[src/rtl/uart_pkg.sv]
// Shared UART definitions used by the transmitter, its FIFO and the receiver debug port.
package uart_pkg;

    localparam int DEFAULT_DELAY_FRAMES = 234;  // 27 MHz / 115200 baud
    localparam int UART_DATA_W          = 8;

    // Line FSM encoding; the receiver exposes the same values on its debug bus.
    typedef enum logic [1:0] {
        IDLE  = 2'd0,
        START = 2'd1,
        DATA  = 2'd2,
        STOP  = 2'd3
    } uart_state_e;

endpackage

[src/rtl/uart_sync_fifo.sv]
// Single-clock FIFO with occupancy count; push when full and pop when empty are ignored.
module uart_sync_fifo
    import uart_pkg::*;
#(
    parameter int WIDTH = UART_DATA_W,
    parameter int DEPTH = 8
) (
    input  logic                     clk,
    input  logic                     rst,
    input  logic                     push,
    input  logic [WIDTH-1:0]         push_data,
    input  logic                     pop,
    output logic [WIDTH-1:0]         pop_data,
    output logic [$clog2(DEPTH):0]   count,
    output logic                     full,
    output logic                     empty
);

    localparam int AW = $clog2(DEPTH);
    localparam int CW = AW + 1;

    logic [WIDTH-1:0] mem [DEPTH];
    logic [AW-1:0]    wr_ptr;
    logic [AW-1:0]    rd_ptr;
    logic             do_push;
    logic             do_pop;

    assign full     = (count == CW'(DEPTH));
    assign empty    = (count == '0);
    assign do_push  = push && !full;
    assign do_pop   = pop && !empty;
    assign pop_data = mem[rd_ptr];

    // Pointers wrap naturally because DEPTH is a power of two; count tracks net occupancy.
    always_ff @(posedge clk or posedge rst) begin
        if (rst) begin
            wr_ptr <= '0;
            rd_ptr <= '0;
            count  <= '0;
        end else begin
            if (do_push) wr_ptr <= wr_ptr + AW'(1);
            if (do_pop)  rd_ptr <= rd_ptr + AW'(1);
            case ({do_push, do_pop})
                2'b10:   count <= count + CW'(1);
                2'b01:   count <= count - CW'(1);
                default: count <= count;
            endcase
        end
    end

    // Storage needs no reset: entries are only read after being written.
    always_ff @(posedge clk) begin
        if (do_push) mem[wr_ptr] <= push_data;
    end

endmodule

[src/rtl/uart_tx_stream.sv]
// Buffered 8N1 UART transmitter: valid/ready byte input, FIFO, back-to-back framing.
module uart_tx_stream
    import uart_pkg::*;
#(
    parameter int DELAY_FRAMES = DEFAULT_DELAY_FRAMES,
    parameter int FIFO_DEPTH   = 8
) (
    input  logic                          clk,
    input  logic                          rst,
    input  logic [UART_DATA_W-1:0]        tx_data,
    input  logic                          tx_valid,
    output logic                          tx_ready,
    output logic                          uart_tx,
    output logic                          busy,
    output logic [$clog2(FIFO_DEPTH):0]   fifo_count,
    output logic                          tx_done
);

    localparam int                CTR_W     = $clog2(DELAY_FRAMES);
    localparam logic [CTR_W-1:0]  BAUD_LAST = CTR_W'(DELAY_FRAMES - 1);

    uart_state_e             state, state_d;
    logic [CTR_W-1:0]        baud_cnt, baud_d;
    logic [2:0]              bit_idx, bit_d;
    logic [UART_DATA_W-1:0]  shift, shift_d;
    logic                    line_d;
    logic                    baud_last;

    logic                    fifo_push;
    logic                    fifo_pop;
    logic [UART_DATA_W-1:0]  fifo_head;
    logic                    fifo_full;
    logic                    fifo_empty;

    assign tx_ready  = !fifo_full;
    assign fifo_push = tx_valid && tx_ready;
    assign busy      = (state != IDLE) || !fifo_empty;
    assign baud_last = (baud_cnt == BAUD_LAST);

    uart_sync_fifo #(
        .WIDTH (UART_DATA_W),
        .DEPTH (FIFO_DEPTH)
    ) u_fifo (
        .clk       (clk),
        .rst       (rst),
        .push      (fifo_push),
        .push_data (tx_data),
        .pop       (fifo_pop),
        .pop_data  (fifo_head),
        .count     (fifo_count),
        .full      (fifo_full),
        .empty     (fifo_empty)
    );

    // Line state register; uart_tx is registered so the pin never glitches.
    always_ff @(posedge clk or posedge rst) begin
        if (rst) begin
            state    <= IDLE;
            baud_cnt <= '0;
            bit_idx  <= '0;
            shift    <= '0;
            uart_tx  <= 1'b1;
        end else begin
            state    <= state_d;
            baud_cnt <= baud_d;
            bit_idx  <= bit_d;
            shift    <= shift_d;
            uart_tx  <= line_d;
        end
    end

    // Next-state logic: each bit lasts DELAY_FRAMES cycles; the stop bit's last
    // cycle pops the next byte straight into a start bit when one is waiting.
    always_comb begin
        state_d  = state;
        baud_d   = baud_cnt + CTR_W'(1);
        bit_d    = bit_idx;
        shift_d  = shift;
        line_d   = uart_tx;
        fifo_pop = 1'b0;
        tx_done  = 1'b0;
        unique case (state)
            IDLE: begin
                baud_d = '0;
                line_d = 1'b1;
                if (!fifo_empty) begin
                    fifo_pop = 1'b1;
                    shift_d  = fifo_head;
                    line_d   = 1'b0;
                    state_d  = START;
                end
            end
            START: begin
                if (baud_last) begin
                    baud_d  = '0;
                    bit_d   = '0;
                    line_d  = shift[0];
                    state_d = DATA;
                end
            end
            DATA: begin
                if (baud_last) begin
                    baud_d = '0;
                    if (bit_idx == 3'd7) begin
                        line_d  = 1'b1;
                        state_d = STOP;
                    end else begin
                        shift_d = {1'b0, shift[UART_DATA_W-1:1]};
                        bit_d   = bit_idx + 3'd1;
                        line_d  = shift[1];
                    end
                end
            end
            STOP: begin
                if (baud_last) begin
                    baud_d  = '0;
                    tx_done = 1'b1;
                    if (!fifo_empty) begin
                        fifo_pop = 1'b1;
                        shift_d  = fifo_head;
                        line_d   = 1'b0;
                        state_d  = START;
                    end else begin
                        line_d  = 1'b1;
                        state_d = IDLE;
                    end
                end
            end
        endcase
    end

endmodule
[config.mk]
export PLATFORM = sky130hd
export DESIGN_NAME = uart_tx_stream
export DESIGN_NICKNAME = d
export VERILOG_FILES = /design/src/rtl/uart_pkg.sv /design/src/rtl/uart_sync_fifo.sv /design/src/rtl/uart_tx_stream.sv
export SDC_FILE = /design/constraint.sdc
export NUM_CORES = 1
export LEC_CHECK = 0
export BUFFER_PORTS_ARGS = -buffer_cell sky130_fd_sc_hd__buf_4
export CAP_MARGIN = 20
export CORE_MARGIN = 3
export CORE_UTILIZATION = 30
export CTS_CLUSTER_SIZE = 8
export DETAILED_ROUTE_END_ITERATION = 10
export GPL_ROUTABILITY_DRIVEN = 0
export SETUP_SLACK_MARGIN = 0.05
export SLEW_MARGIN = 10
export SYNTH_ARGS = -nofsm -noshare
export SYNTH_HDL_FRONTEND = slang
export SYNTH_SLANG_ARGS = --single-unit
[constraint.sdc]
create_clock -name clk -period 2.9 [get_ports clk]
set_input_delay 0.435 -clock clk [delete_from_list [all_inputs] [get_ports clk]]
set_output_delay 0.435 -clock clk [all_outputs]
set_load 0.03 [all_outputs]
Word-level counts from Yosys, hierarchy flattened --
Memories as Yosys holds them, arrays and structs flattened. Index checks and enable logic that the tools add are counted.
Cells by class: add/subtract/negate cells 6, eq/ne operators 14, multiplexer cells 32, reduce and logical (&&, ||, !) cells 17
Operator list (count):
- $mux W8 | 5
- $pmux W8 S3 | 1
- $pmux W8 S2 | 1
- $mux W1 | 12
- $ne A2 B2 Y1 const B | 6
- $mux W2 | 5
- $add A3 B1 Y3 const B | 3
- $mux W3 | 3
- $add A8 B1 Y8 const B | 1
- $eq A8 B8 Y1 const B | 1
- $pmux W2 S4 | 1
- $pmux W4 S2 | 1
- $reduce_and A4 Y1 | 2
- $eq A2 B2 Y1 const B | 3
- $pmux W3 S2 | 1
- $reduce_bool A2 Y1 | 3
- $reduce_and A5 Y1 | 1
- $add A4 B1 Y4 const B | 1
- $eq A2 B1 Y1 const B | 2
- $eq A4 B4 Y1 const B | 1
- $logic_not A4 Y1 | 1
- $pmux W1 S4 | 1
- $sub A4 B1 Y4 const B | 1
- $eq A3 B3 Y1 const B | 1
- 8 further kinds | 11
Storage, ports and cells: register bits 32, memory bits (writable) 64, logic and storage cells 78, memories kept 1
Memories:
- u_fifo.mem | depth 8, width 8, rd ports 1, clocked after Yosys merged registers in 0, write ports 1, RTL line uart_sync_fifo.sv:22 | logic [WIDTH-1:0] mem [DEPTH];

Longest topological paths before layout --
word-level depth 7, depth in mapped cells 11, depth with buffers taken out 11

Hierarchy --
Synthesis repeated with hierarchy kept, for this count alone.
Unflattened totals: cell total of the unflattened synthesis 275, area total of the unflattened synthesis 4419.2 µm²
By module, submodules not included:
- uart_sync_fifo | instances 1, cells an instance 161, area each 3135.5 µm², seq. area each 2172.1 µm²
- uart_tx_stream | instances 1, cells an instance 114, area each 1283.7 µm², seq. area each 551.8 µm²

Worst setup path before layout --
OpenSTA, ideal clock, no wires.
kind reg2reg, start register u_fifo.count[2], end register u_fifo.count[3], library setup time 0.135 ns, data arrival time 2.603 ns, data required time 2.765 ns, slack 0.162 ns, stages on the path, launching flop included 9, buffers on the path 0, clock period less this slack 2.738 ns, cell sequence dfrtp_1 > or4b_2 > nand2_1 > ha_1 > ha_1 > a21o_1 > a21oi_1 > mux2i_1 > xnor2_1
Between the ends: elaborated cells between the ends (all ways) 16, classes of those cells 2 x add/sub; 3 x eq/ne; 4 x mux; 7 x reduce/logical
RTL lines:
- from (decl) | RTL line uart_sync_fifo.sv:14 | output logic [$clog2(DEPTH):0] count,
- from (signal assigned) | RTL line uart_sync_fifo.sv:44 | 2'b10: count <= count + CW'(1);
- from (signal assigned) | RTL line uart_sync_fifo.sv:45 | 2'b01: count <= count - CW'(1);
- from (signal assigned) | RTL line uart_sync_fifo.sv:46 | default: count <= count;
- $eq A4 B4 Y1 (*) | RTL line uart_sync_fifo.sv:28 | assign full = (count == CW'(DEPTH));
- $logic_not A1 Y1 (*) | RTL line uart_tx_stream.sv:35 | assign tx_ready = !fifo_full;
- via tx_ready | RTL line uart_tx_stream.sv:12 | output logic tx_ready,
- $logic_and A1 B1 Y1 | RTL line uart_tx_stream.sv:36 | assign fifo_push = tx_valid && tx_ready;
- $logic_and A1 B1 Y1 (*) | RTL line uart_sync_fifo.sv:30 | assign do_push = push && !full;
- $eq A2 B1 Y1 / $eq A2 B2 Y1 (equally long branches) | RTL line uart_sync_fifo.sv:43 | case ({do_push, do_pop})
- $pmux W4 S2 / $reduce_bool A2 Y1 (equally long branches)
The timed path passes the listed nets; every way through them passes the cells marked *. A chain may end at the register's enable or synchronous reset.

Final worst setup path --
start register baud_cnt[0], end register u_fifo.count[3]
Between the ends: word-level cells in the longest chain between the ends 6, elaborated cells between the ends (all ways) 8, classes of those cells 3 x eq/ne; 3 x mux; 2 x reduce/logical
RTL lines:
- from (decl) | RTL line uart_tx_stream.sv:23 | logic [CTR_W-1:0] baud_cnt, baud_d;
- from (signal assigned) | RTL line uart_tx_stream.sv:65 | baud_cnt <= baud_d;
- $eq A8 B8 Y1 (*) | RTL line uart_tx_stream.sv:38 | assign baud_last = (baud_cnt == BAUD_LAST);
- $mux W1 (*) | RTL line uart_tx_stream.sv:115 | if (baud_last) begin
- $pmux W1 S2 (*) | RTL line uart_tx_stream.sv:82 | unique case (state)
- $logic_and A1 B1 Y1 (*) | RTL line uart_sync_fifo.sv:31 | assign do_pop = pop && !empty;
- via u_fifo.do_pop | RTL line uart_sync_fifo.sv:26 | logic do_pop;
- $eq A2 B1 Y1 / $eq A2 B2 Y1 (equally long branches) | RTL line uart_sync_fifo.sv:43
- $pmux W4 S2 / $reduce_bool A2 Y1 (equally long branches)
Marks and branches as above.

==> qor.yml <==
cells_and_area:
  final_layout_size_suffix_gt1_share_pct: 22.6
  finish.instance_area_um2: 4940
  finalCoreUtilization_pct: 35.5
  fill_cells: 1319
  final_common_cell: "sky130_fd_sc_hd__edfxtp_1"
  mostFrequentLayoutCells: "sky130_fd_sc_hd__edfxtp_1 (64), sky130_fd_sc_hd__dfrtp_1 (31), sky130_fd_sc_hd__buf_4 (31), sky130_fd_sc_hd__nor2_1 (19), sky130_fd_sc_hd__ha_1 (14)"
  diodes: 0
  total_number_of_nets_in_the_final_design: 332
  area_growth_pct: 15.3
clock_tree:
  htreeDepth: 3
  cts-buffers-inserted: 9
  clock_sink_count: 96
  cts_hold_repair.buffers: 0
  cts.clk_slew.worst_paths_ns: 0.07
  tritoncts_clock_tree: "yes"
  clock_insertion_delay_worst_skew_ns: 0.34
  ctsRootBufferMaster: "sky130_fd_sc_hd__clkbuf_16"
  clockBufferDepth: 2
hold_path:
  hold_path.class: "input port to asynchronous set/reset pin"
floorplanning:
  chipWidth_um: 126
  floorplan.initialDensity_pct: 30.7
  floorplan.die_area_um2: 15800
  coreArea_um2: 13900
  fp-row-count: 43
  chipHeight_um: 126
  ios: 19
timing:
  worst_pin_slew_ns: 0.777
  fmax_ghz: 0.384
  drv_slew: 0
  timing.slew.headroom_pct: 48.2
  grt_setup_unrepaired: "no"
  setup_viol_count_final: 0
  hold_viol_final: 0
  post-route-period-util_pct: 89.8
  fin_skew_ns: 0.00772
  min_period_ns: 2.61
  final.setup.worst_slack_ns: 0.295
  setup_tns_ns: 0
setup_path:
  reg2reg_from: "baud_cnt[0]"
  worst-path-max-fanout: 6
  critical_path_endpoint_category: "register"
  worst_r2r_path_depth: 10
  worstSetupStartpointType: "register"
  critical_path_class: "register to register"
  wp_data_arrival_ns: 2.87
  cp.required_ns: 3.16
  critical_path.startpoint: "baud_cnt[0]"
place:
  dp_hpwl_um: 5070
  pre_cts_slack_ns: 0.265
  dpl_cell_area_um2: 4670
  place.port_buffers: 18
job:
  max_cap_violations: 0
grt:
  grt_max_degree: 21
  grt-ovfl-total: 0
  grt_pass1_vias: 2369
  overall_global_routing_resource_usage_pct: 10.6
  global_route_wire_length_before_repair_um: 13100
  grt_antenna_before_repair: 0
pwr:
  leakage_nw: 1.92
  power_density_cells_nw_per_um2: 683
  peakVddDrop_uv: 276
  power.combinational.fraction_pct: 16.0
  clock_power_share_pct: 32.1
  p_sw_mw: 0.914
  seq_power_share_pct: 51.9
  switching_share_pct: 27.1
  power_report.internal_total_mw: 2.46
synth:
  synth.lib_cells_used.distinct: 50
  synth_nets: 299
  synth_cells: 273
  synth-seq-cells: 96
  synth-edff-count: 64
  yosys_warnings: 0
  async_flop_share_pct: 33.3
  syn_area_per_cell_um2: 15.7
  synth.cell_area_um2: 4280
  synth_sequential_area_ratio_pct: 63.6
  dominantRegCellSynth: "sky130_fd_sc_hd__edfxtp_1"
outcome:
  run_status: "complete, no violations"
drt:
  drc_errors: 0
  drt_pass1_iterations: 4
  first_iter_violations: 121
  postRouteWirelength_um: 7860
  via_per_inst: 4.74
  num_vias: 2323
  postRouteAntennaNets: 0
  avgRoutedWirePerCell_um: 16.0
routing by layer:
metal | vias to the layer above | track usage [%] | share of wire (%)
li1 | 1109 | - | -
met1 | 1174 | 14.3 | 47
met2 | 29 | 16.5 | 48
met3 | 11 | 2.82 | 3.0
met4 | 0 | 4.15 | 1.8
met5 | - | 0 | 0
power groups by stage:
stage | sequential, mW | clock [mW] | combinational [mW]
after detailed placement | 1.78 | 0 | 0.551
after global placement | 1.77 | 0 | 0.545
after floorplan | 1.81 | 0 | 0.290
final | 1.75 | 1.08 | 0.539
after global routing | 1.77 | 1.18 | 0.594
after CTS | 1.75 | 1.12 | 0.554
final timing paths:
path | endpoint | slack, ns
max in group asynchronous | shift[7] | 2.06
min | u_fifo.count[3] | 0.17
max | u_fifo.count[3] | 0.29
max reg2reg | u_fifo.count[3] | 0.29
min in group clk | u_fifo.mem[6][6] | 0.33
min reg2reg | shift[0] | 0.51
cell type report:
cell class	count	area (um^2)	area share [%]
clock buffers	9	225	4.56
clock inverters	6	45.0	0.912
multi-input cells	161	1460	29.6
well taps	180	225	4.56
inverters	7	26.3	0.532
repair buffers	31	233	4.71
flip-flops and latches	96	2720	55.1
what timing repair did:
action                                  4_1_cts  5_1_grt
endpoints found under the setup margin        0        1
buffers inserted                              0        0
resized for setup                             0        1
registers in the layout, indices dropped and copies added, names as in the netlist:
signal,cells
baud_cnt,8
bit_idx,3
shift,8
state,2
u_fifo.count,4
u_fifo.mem,64
u_fifo.rd_ptr,3
u_fifo.wr_ptr,3
uart_tx,1
cells in the mapped netlist, types with 3 or more instances:
| master | instances | share of area (%) |
|---|---|---|
| sky130_fd_sc_hd__edfxtp_1 | 64 | 45 |
| sky130_fd_sc_hd__dfrtp_1 | 31 | 18 |
| sky130_fd_sc_hd__nor2_1 | 19 | 1.7 |
| sky130_fd_sc_hd__ha_1 | 14 | 4.1 |
| sky130_fd_sc_hd__o21ai_0 | 11 | 1.3 |
| sky130_fd_sc_hd__mux2_2 | 10 | 2.6 |
| sky130_fd_sc_hd__mux2i_1 | 10 | 2.3 |
| sky130_fd_sc_hd__mux4_1 | 9 | 5.5 |
| sky130_fd_sc_hd__nand2_1 | 9 | 0.79 |
| sky130_fd_sc_hd__xor2_1 | 8 | 1.6 |
| sky130_fd_sc_hd__inv_1 | 7 | 0.61 |
| sky130_fd_sc_hd__nand3_1 | 7 | 0.82 |
| sky130_fd_sc_hd__mux4_2 | 5 | 2.6 |
| sky130_fd_sc_hd__a21oi_1 | 4 | 0.47 |
| sky130_fd_sc_hd__and3_1 | 4 | 0.58 |
| sky130_fd_sc_hd__nor2b_1 | 4 | 0.58 |
| sky130_fd_sc_hd__nor3_1 | 4 | 0.47 |
| sky130_fd_sc_hd__xnor2_1 | 4 | 0.82 |
| sky130_fd_sc_hd__a21o_1 | 3 | 0.53 |
| sky130_fd_sc_hd__buf_2 | 3 | 0.35 |
| sky130_fd_sc_hd__buf_6 | 3 | 0.79 |
| sky130_fd_sc_hd__nand2b_1 | 3 | 0.44 |
| sky130_fd_sc_hd__o21ai_1 | 3 | 0.35 |
stage by stage:
| stage | total power [mW] | instances | hold slack [ns] |
|---|---|---|---|
| after global routing | 3.55 | 490 | 0.240 |
| after global placement | 2.31 | 475 | 0.476 |
| final | 3.37 | 490 | 0.174 |
| after CTS | 3.42 | 490 | 0.192 |
| after floorplan | 2.10 | 273 | 0.465 |
| after detailed placement | 2.33 | 475 | 0.490 |
critical path, cell delays in order, from the launching register on:
cell	delay, ns
sky130_fd_sc_hd__dfrtp_1	0.43
sky130_fd_sc_hd__ha_1	0.21
sky130_fd_sc_hd__and4b_1	0.27
sky130_fd_sc_hd__a31oi_1	0.30
sky130_fd_sc_hd__nor3_2	0.09
sky130_fd_sc_hd__ha_1	0.28
sky130_fd_sc_hd__ha_1	0.28
sky130_fd_sc_hd__a21o_1	0.15
sky130_fd_sc_hd__a21oi_1	0.17
sky130_fd_sc_hd__mux2i_1	0.23
sky130_fd_sc_hd__xnor2_1	0.13
logic make-up after synthesis:
family                   Yosys count  synth area share [%]
AO/OA/AOI/OAI                     34                  5.37
multiplexers                      36                  13.7
adder cells (fa/ha/maj)           15                  4.56
AND/OR/NAND/NOR                   64                  7.91
buffers and inverters             16                  2.39
XOR/XNOR                          12                  2.45
flip-flops                        96                  63.6
Power figures use the tool's default switching activity.
